===== config.mk =====
export PLATFORM = sky130hd
export DESIGN_NAME = sr_ff_monitor
export DESIGN_NICKNAME = d
export VERILOG_FILES = /design/src/rtl/sr_mon_pkg.sv /design/src/rtl/sat_counter.sv /design/src/rtl/sr_ff_monitor.sv
export SDC_FILE = /design/constraint.sdc
export NUM_CORES = 1
export LEC_CHECK = 0
export ABC_AREA = 1
export CORE_MARGIN = 1
export CORE_UTILIZATION = 52
export CTS_BUF_LIST = sky130_fd_sc_hd__clkbuf_4
export DETAILED_ROUTE_END_ITERATION = 16
export GPL_ROUTABILITY_DRIVEN = 0
export HOLD_SLACK_MARGIN = 0.06
export PLACE_DENSITY = 0.88
export SYNTH_ARGS = -nofsm -noshare
export SYNTH_HDL_FRONTEND = slang
export SYNTH_HIERARCHICAL = 1
export SYNTH_SLANG_ARGS = --single-unit

===== constraint.sdc =====
create_clock -name clk -period 1.53 [get_ports clk]
set_input_delay 0.153 -clock clk [delete_from_list [all_inputs] [get_ports clk]]
set_output_delay 0.153 -clock clk [all_outputs]
set_load 0.01 [all_outputs]

===== src/rtl/sr_mon_pkg.sv =====
// Shared types and constants for the SR flip-flop monitor.
// States are kept as plain localparam encodings so older code can compare
// against them; the enum reuses the same values for readable waveforms.
package sr_mon_pkg;

    localparam logic [1:0] ST_UNKNOWN = 2'd0;
    localparam logic [1:0] ST_TRACK   = 2'd1;
    localparam logic [1:0] ST_INDET   = 2'd2;

    typedef enum logic [1:0] {
        UNKNOWN = ST_UNKNOWN,
        TRACK   = ST_TRACK,
        INDET   = ST_INDET
    } state_t;

    // Command codes formed as {S, R}
    localparam logic [1:0] CMD_HOLD    = 2'b00;
    localparam logic [1:0] CMD_RST     = 2'b01;
    localparam logic [1:0] CMD_SET     = 2'b10;
    localparam logic [1:0] CMD_ILLEGAL = 2'b11;

endpackage


===== src/rtl/sat_counter.sv =====
// Saturating event counter. Reset beats clear; clear beats increment.
// At the maximum value the counter holds instead of wrapping.
module sat_counter #(
    parameter int CNT_W = 8
) (
    input  logic             clk,
    input  logic             rst,
    input  logic             clr,
    input  logic             inc,
    output logic [CNT_W-1:0] count
);

    localparam logic [CNT_W-1:0] CNT_MAX = {CNT_W{1'b1}};

    // Count up on inc, stick at the maximum
    always_ff @(posedge clk) begin
        if (rst) begin
            count <= '0;
        end else if (clr) begin
            count <= '0;
        end else if (inc && (count != CNT_MAX)) begin
            count <= count + 1'b1;
        end
    end

endmodule


===== src/rtl/sr_ff_monitor.sv =====
// Observer for an enable-gated SR flip-flop. Tracks the expected state of the
// flop from its S/R/enable pins and compares the DUT's Q/Qn against it.
// Compares at edge k use the model as it stood before that edge's update,
// i.e. the expectation formed at edge k-1.
// Optional build macro: SRM_STRICT_ILLEGAL_EN -- when defined, an accepted
// S=R=1 request is also counted as a mismatch.
//
//  state   | meaning
//  --------+--------------------------------------------------------------
//  UNKNOWN | no set/reset seen since reset; only Qn == ~Q is checked
//  TRACK   | exp_q is valid; Q and Qn are both checked
//  INDET   | last accepted command was S=R=1; DUT state undefined, no checks
module sr_ff_monitor
    import sr_mon_pkg::*;
#(
    parameter int CNT_W = 8
) (
    input  logic             clk,
    input  logic             rst,
    input  logic             clr,
    input  logic             S,
    input  logic             R,
    input  logic             enable,
    input  logic             Q,
    input  logic             Qn,
    output logic             exp_q,
    output logic             exp_valid,
    output logic             err_pulse,
    output logic             err_sticky,
    output logic [CNT_W-1:0] err_count,
    output logic [CNT_W-1:0] illegal_count,
    output logic [CNT_W-1:0] check_count
);

    state_t     state;
    logic [1:0] cmd;
    logic       q_check;
    logic       q_mis;
    logic       c_mis;
    logic       illegal_acc;
    logic       strict_err;
    logic       mismatch;

    assign cmd         = {S, R};
    assign illegal_acc = enable && (cmd == CMD_ILLEGAL);
    assign q_check     = (state == TRACK);
    assign q_mis       = q_check && (Q != exp_q);
    assign c_mis       = (state != INDET) && (Qn == Q);

`ifdef SRM_STRICT_ILLEGAL_EN
    assign strict_err = illegal_acc;
`else
    assign strict_err = 1'b0;
`endif

    // A Q and a Qn fault on the same edge collapse into a single error
    assign mismatch  = q_mis || c_mis || strict_err;
    assign exp_valid = (state == TRACK);

    // Reference model of the flop; only moves when the DUT is enabled
    always_ff @(posedge clk) begin
        if (rst) begin
            state <= UNKNOWN;
            exp_q <= 1'b0;
        end else if (enable) begin
            case (cmd)
                CMD_SET: begin
                    state <= TRACK;
                    exp_q <= 1'b1;
                end
                CMD_RST: begin
                    state <= TRACK;
                    exp_q <= 1'b0;
                end
                CMD_ILLEGAL: begin
                    state <= INDET;
                end
                default: begin
                end
            endcase
        end
    end

    // Error flags; clr drops the sticky flag but the pulse still reports this edge
    always_ff @(posedge clk) begin
        if (rst) begin
            err_pulse  <= 1'b0;
            err_sticky <= 1'b0;
        end else begin
            err_pulse <= mismatch;
            if (clr) begin
                err_sticky <= 1'b0;
            end else if (mismatch) begin
                err_sticky <= 1'b1;
            end
        end
    end

    sat_counter #(.CNT_W(CNT_W)) u_err_cnt (
        .clk   (clk),
        .rst   (rst),
        .clr   (clr),
        .inc   (mismatch),
        .count (err_count)
    );

    sat_counter #(.CNT_W(CNT_W)) u_illegal_cnt (
        .clk   (clk),
        .rst   (rst),
        .clr   (clr),
        .inc   (illegal_acc),
        .count (illegal_count)
    );

    sat_counter #(.CNT_W(CNT_W)) u_check_cnt (
        .clk   (clk),
        .rst   (rst),
        .clr   (clr),
        .inc   (q_check),
        .count (check_count)
    );

endmodule

==> metrics.csv <==
stage;metric;value;unit
drt;wl_per_cell;9.98;µm
drt;antenna_violating_nets_post_route;0;
timing;timing.final.crit_share;0.962;
synth;syn_avg_cell_area;6.49;µm²
cells_and_area;multi_input_comb_area;960;µm²
clocking;tritoncts.num_buffers;5;
synth;flip_flop_and_latch_count_after_synthesis;29;
critical_path;crit_path_end_kind;output pin;
drt;1st_pass_router_iterations;4;
timing;finalWorstPathRequiredPeriod;1.47;ns
clocking;clockRootBuffer;clkbuf_4;
global_routing;grtUsageTotal;0.220;
cells_and_area;design.final.nets;318;
critical_path;instance_count_on_the_critical_path;1;
global_routing;grt_first_pass_wirelength;5820;µm
cells_and_area;insertedDiodeCount;0;
critical_path;cpLargestDelayFamily;buffers and inverters;
critical_path;rrSetupSlack;0.26;ns
global_routing;grt_overflow;0;
timing;fmaxAchievable;679;MHz
min_path;holdPathStages;2;
drt;drt_wl_total;3470;µm
min_path;worstHoldStart;state[0];
floorplan;dieHeight;59.1;µm
synth;synth.yosys.seq_area_share;0.343;
critical_path;setup.worst_path.class;reg -> out;
run_status;outcome;complete, no violations;
global_routing;antenna_violations_before_repair;0;
cells_and_area;layout_commonest_cell;nand2_1;
timing;timing.final.setup_violations;0;
critical_path;worstPathCellList;clkdlybuf4s50_1;
synth;cells_after_synthesis;261;
pwr;switchingPower;408;µW
drt;met2_wirelength;1640;µm
floorplan;initial_core_util;0.550;
pwr;clockPowerShare;0.303;
synth;postSynthNetCount;275;
pwr;internal_power;1.07;mW
drt;avgViaCountPerCell;4.98;
place;post-place-cells;341;
critical_path;crit_buf_inv;1;
clocking;cts_max_level;2;
flow_run;timing.max_cap.violations;0;
drt;drc;0;
cells_and_area;fillers;266;
timing;worstMarginPinSlew;0.532;ns
cells_and_area;layout-area-overhead-vs-synth;28.3;%
clocking;clock_latency;0.32;ns
timing;slew-limit-headroom;0.644;
clocking;clock_sink_count;29;
critical_path;critical_path_arrival;1.32;ns
timing;finalClockSkew;0.00770;ns
pwr;power_frac_seq;0.543;
critical_path;critical_path_required;1.38;ns
drt;met1_length;1670;µm
clocking;cts_tree;yes;
pwr;net_sw_frac;0.276;
timing;finalHoldViolations;0;
floorplan;ioPinCount;36;
place;total_half_perimeter_wirelength_after_legalization_and_detailed_placement;2590;µm
critical_path;worst_path_largest_cell_delay;0.57;ns
critical_path;critical-path-slowest-cell;clkdlybuf4s50_1;
drt;routed-via-count;1733;
min_path;holdPathEnd;state[0];
pwr;total_power;1.48;mW
cells_and_area;instances_no_fill;348;
floorplan;fp.coreArea;3080;µm²
timing;slew_viol_final;0;
drt;met3_wire_len;145;µm
pwr;power.combinational.fraction;0.154;
critical_path;timing.rr.start;exp_q;
drt;route.top_layer_used;met4;
critical_path;cp_max_fo;5;
clocking;clkSlewWorstSetupHoldPaths;0.09;ns
critical_path;crit-reg2reg-capture;u_err_cnt/count[4];
cells_and_area;mostFrequentLayoutCells;63 x nand2_1, 47 x nor2_1, 34 x clkdlybuf4s50_1;
pwr;total_leakage_power;0.893;nW
timing;rsz_0062_raised_after_global_routing;no;
floorplan;die_width;59.1;µm
synth;post_synth_num_cell_types;17;
clocking;clock_tree.buffer_depth;2;
pwr;ir_drop;0.000474;V
place;portBuffers;35;
floorplan;die-area;3490;µm²
timing;timing.setup.tns;0;ns
timing;final.hold.worst_slack;0.477;ns
cells_and_area;fin_util;0.706;
synth;synth_area;1690;µm²
critical_path;timing.reg2reg.worst_path_depth;9;
synth;ys.warnings.count;6;
drt;drt_iter0_markers;83;
cells_and_area;drive_gt1_frac;0.122;
cells_and_area;layout.area.seq;588;µm²
min_path;hold_path_class;reg -> reg;
clocking;postCtsHoldBufs;0;
global_routing;first_global_vias;1439;
critical_path;worst_setup_sp_type;register;
floorplan;num_rows;20;
global_routing;pin_count_of_the_biggest_net_entering_global_routing;13;
pwr;pwr_density_cell;680;nW/µm²
[what timing repair did]
| item | in CTS | in global routing |
|---|---|---|
| buffers inserted | 0 | 0 |
| gates resized for setup | 1 | 6 |
| gates cloned | 0 | 0 |
| setup endpoints to repair | 1 | 6 |
| hold endpoints to repair | 0 | 0 |
[synth_stat cells]
library cell / n / area [µm²]
nor3b_2: 1 / 12.5
ha_1: 6 / 75.1
a21oi_1: 21 / 105
nor3b_1: 1 / 7.51
dfxtp_1: 29 / 581
nand3_4: 3 / 52.6
nand4_1: 3 / 18.8
nand2_1: 63 / 236
inv_2: 7 / 26.3
nor2_1: 47 / 176
nand2_2: 3 / 18.8
nand3_1: 29 / 145
o21ai_0: 7 / 35.0
clkbuf_1: 3 / 11.3
inv_1: 31 / 116
nor2_4: 5 / 56.3
nand3_2: 2 / 20.0
[state kept, by name, indices dropped and copies added, names as in the netlist]
register	flops
err_pulse	1
err_sticky	1
exp_q	1
state	2
u_check_cnt/count	8
u_err_cnt/count	8
u_illegal_cnt/count	8
[per-layer routing]
layer,track usage,vias up
met2,0.367,43
met3,0.0655,2
li1,-,910
met1,0.274,778
met5,0,-
met4,0.0680,0
[power by group through the flow]
stage                     sequential [mW]  combinational, mW  clock, mW
after detailed placement            0.820              0.229          0
final                               0.803              0.228      0.447
after global routing                0.807              0.257      0.495
after floorplan                     0.823              0.126          0
after global placement              0.818              0.224          0
after CTS                           0.802              0.229      0.453
[cell type report]
cell class | instances | share of cell area
clock buffers | 6 | 0.0207
clock inverters | 1 | 0.00173
inverters | 38 | 0.0656
multi-input cells | 191 | 0.442
flip-flops and latches | 29 | 0.271
well taps | 44 | 0.0253
repair buffers | 39 | 0.174
[through the flow]
step | worst slack, ns | area, µm²
CTS | 0.0154 | 2170
global route | 0.00282 | 2170
floorplan | 0.216 | 1690
detailed placement | 0.00450 | 2120
finish | 0.0580 | 2170
global placement | 0.0475 | 2120
[logic make-up (layout without fill, tap and decap cells)]
family          Yosys count  in the layout  share of synthesized area
compound gates           28             28                     0.0827
flops                    29             29                      0.343
fa+ha+maj                 6              6                     0.0443
buf+inv                  41             84                     0.0908
simple gates            157            157                      0.439
[worst max-delay path by stage]
stage,startpoint,end,slack (ns)
4_1_cts,u_check_cnt/count[0],check_count[0],0.02
5_1_grt,u_illegal_cnt/count[0],illegal_count[0],0.003
2_1_floorplan,state[0],u_err_cnt/count[7],0.22
6_report,u_check_cnt/count[3],check_count[3],0.06
3_3_place_gp,rst,u_err_cnt/count[7],0.05
3_5_place_dp,Q,u_err_cnt/count[4],0.005
(Power assumes the default switching activity.)
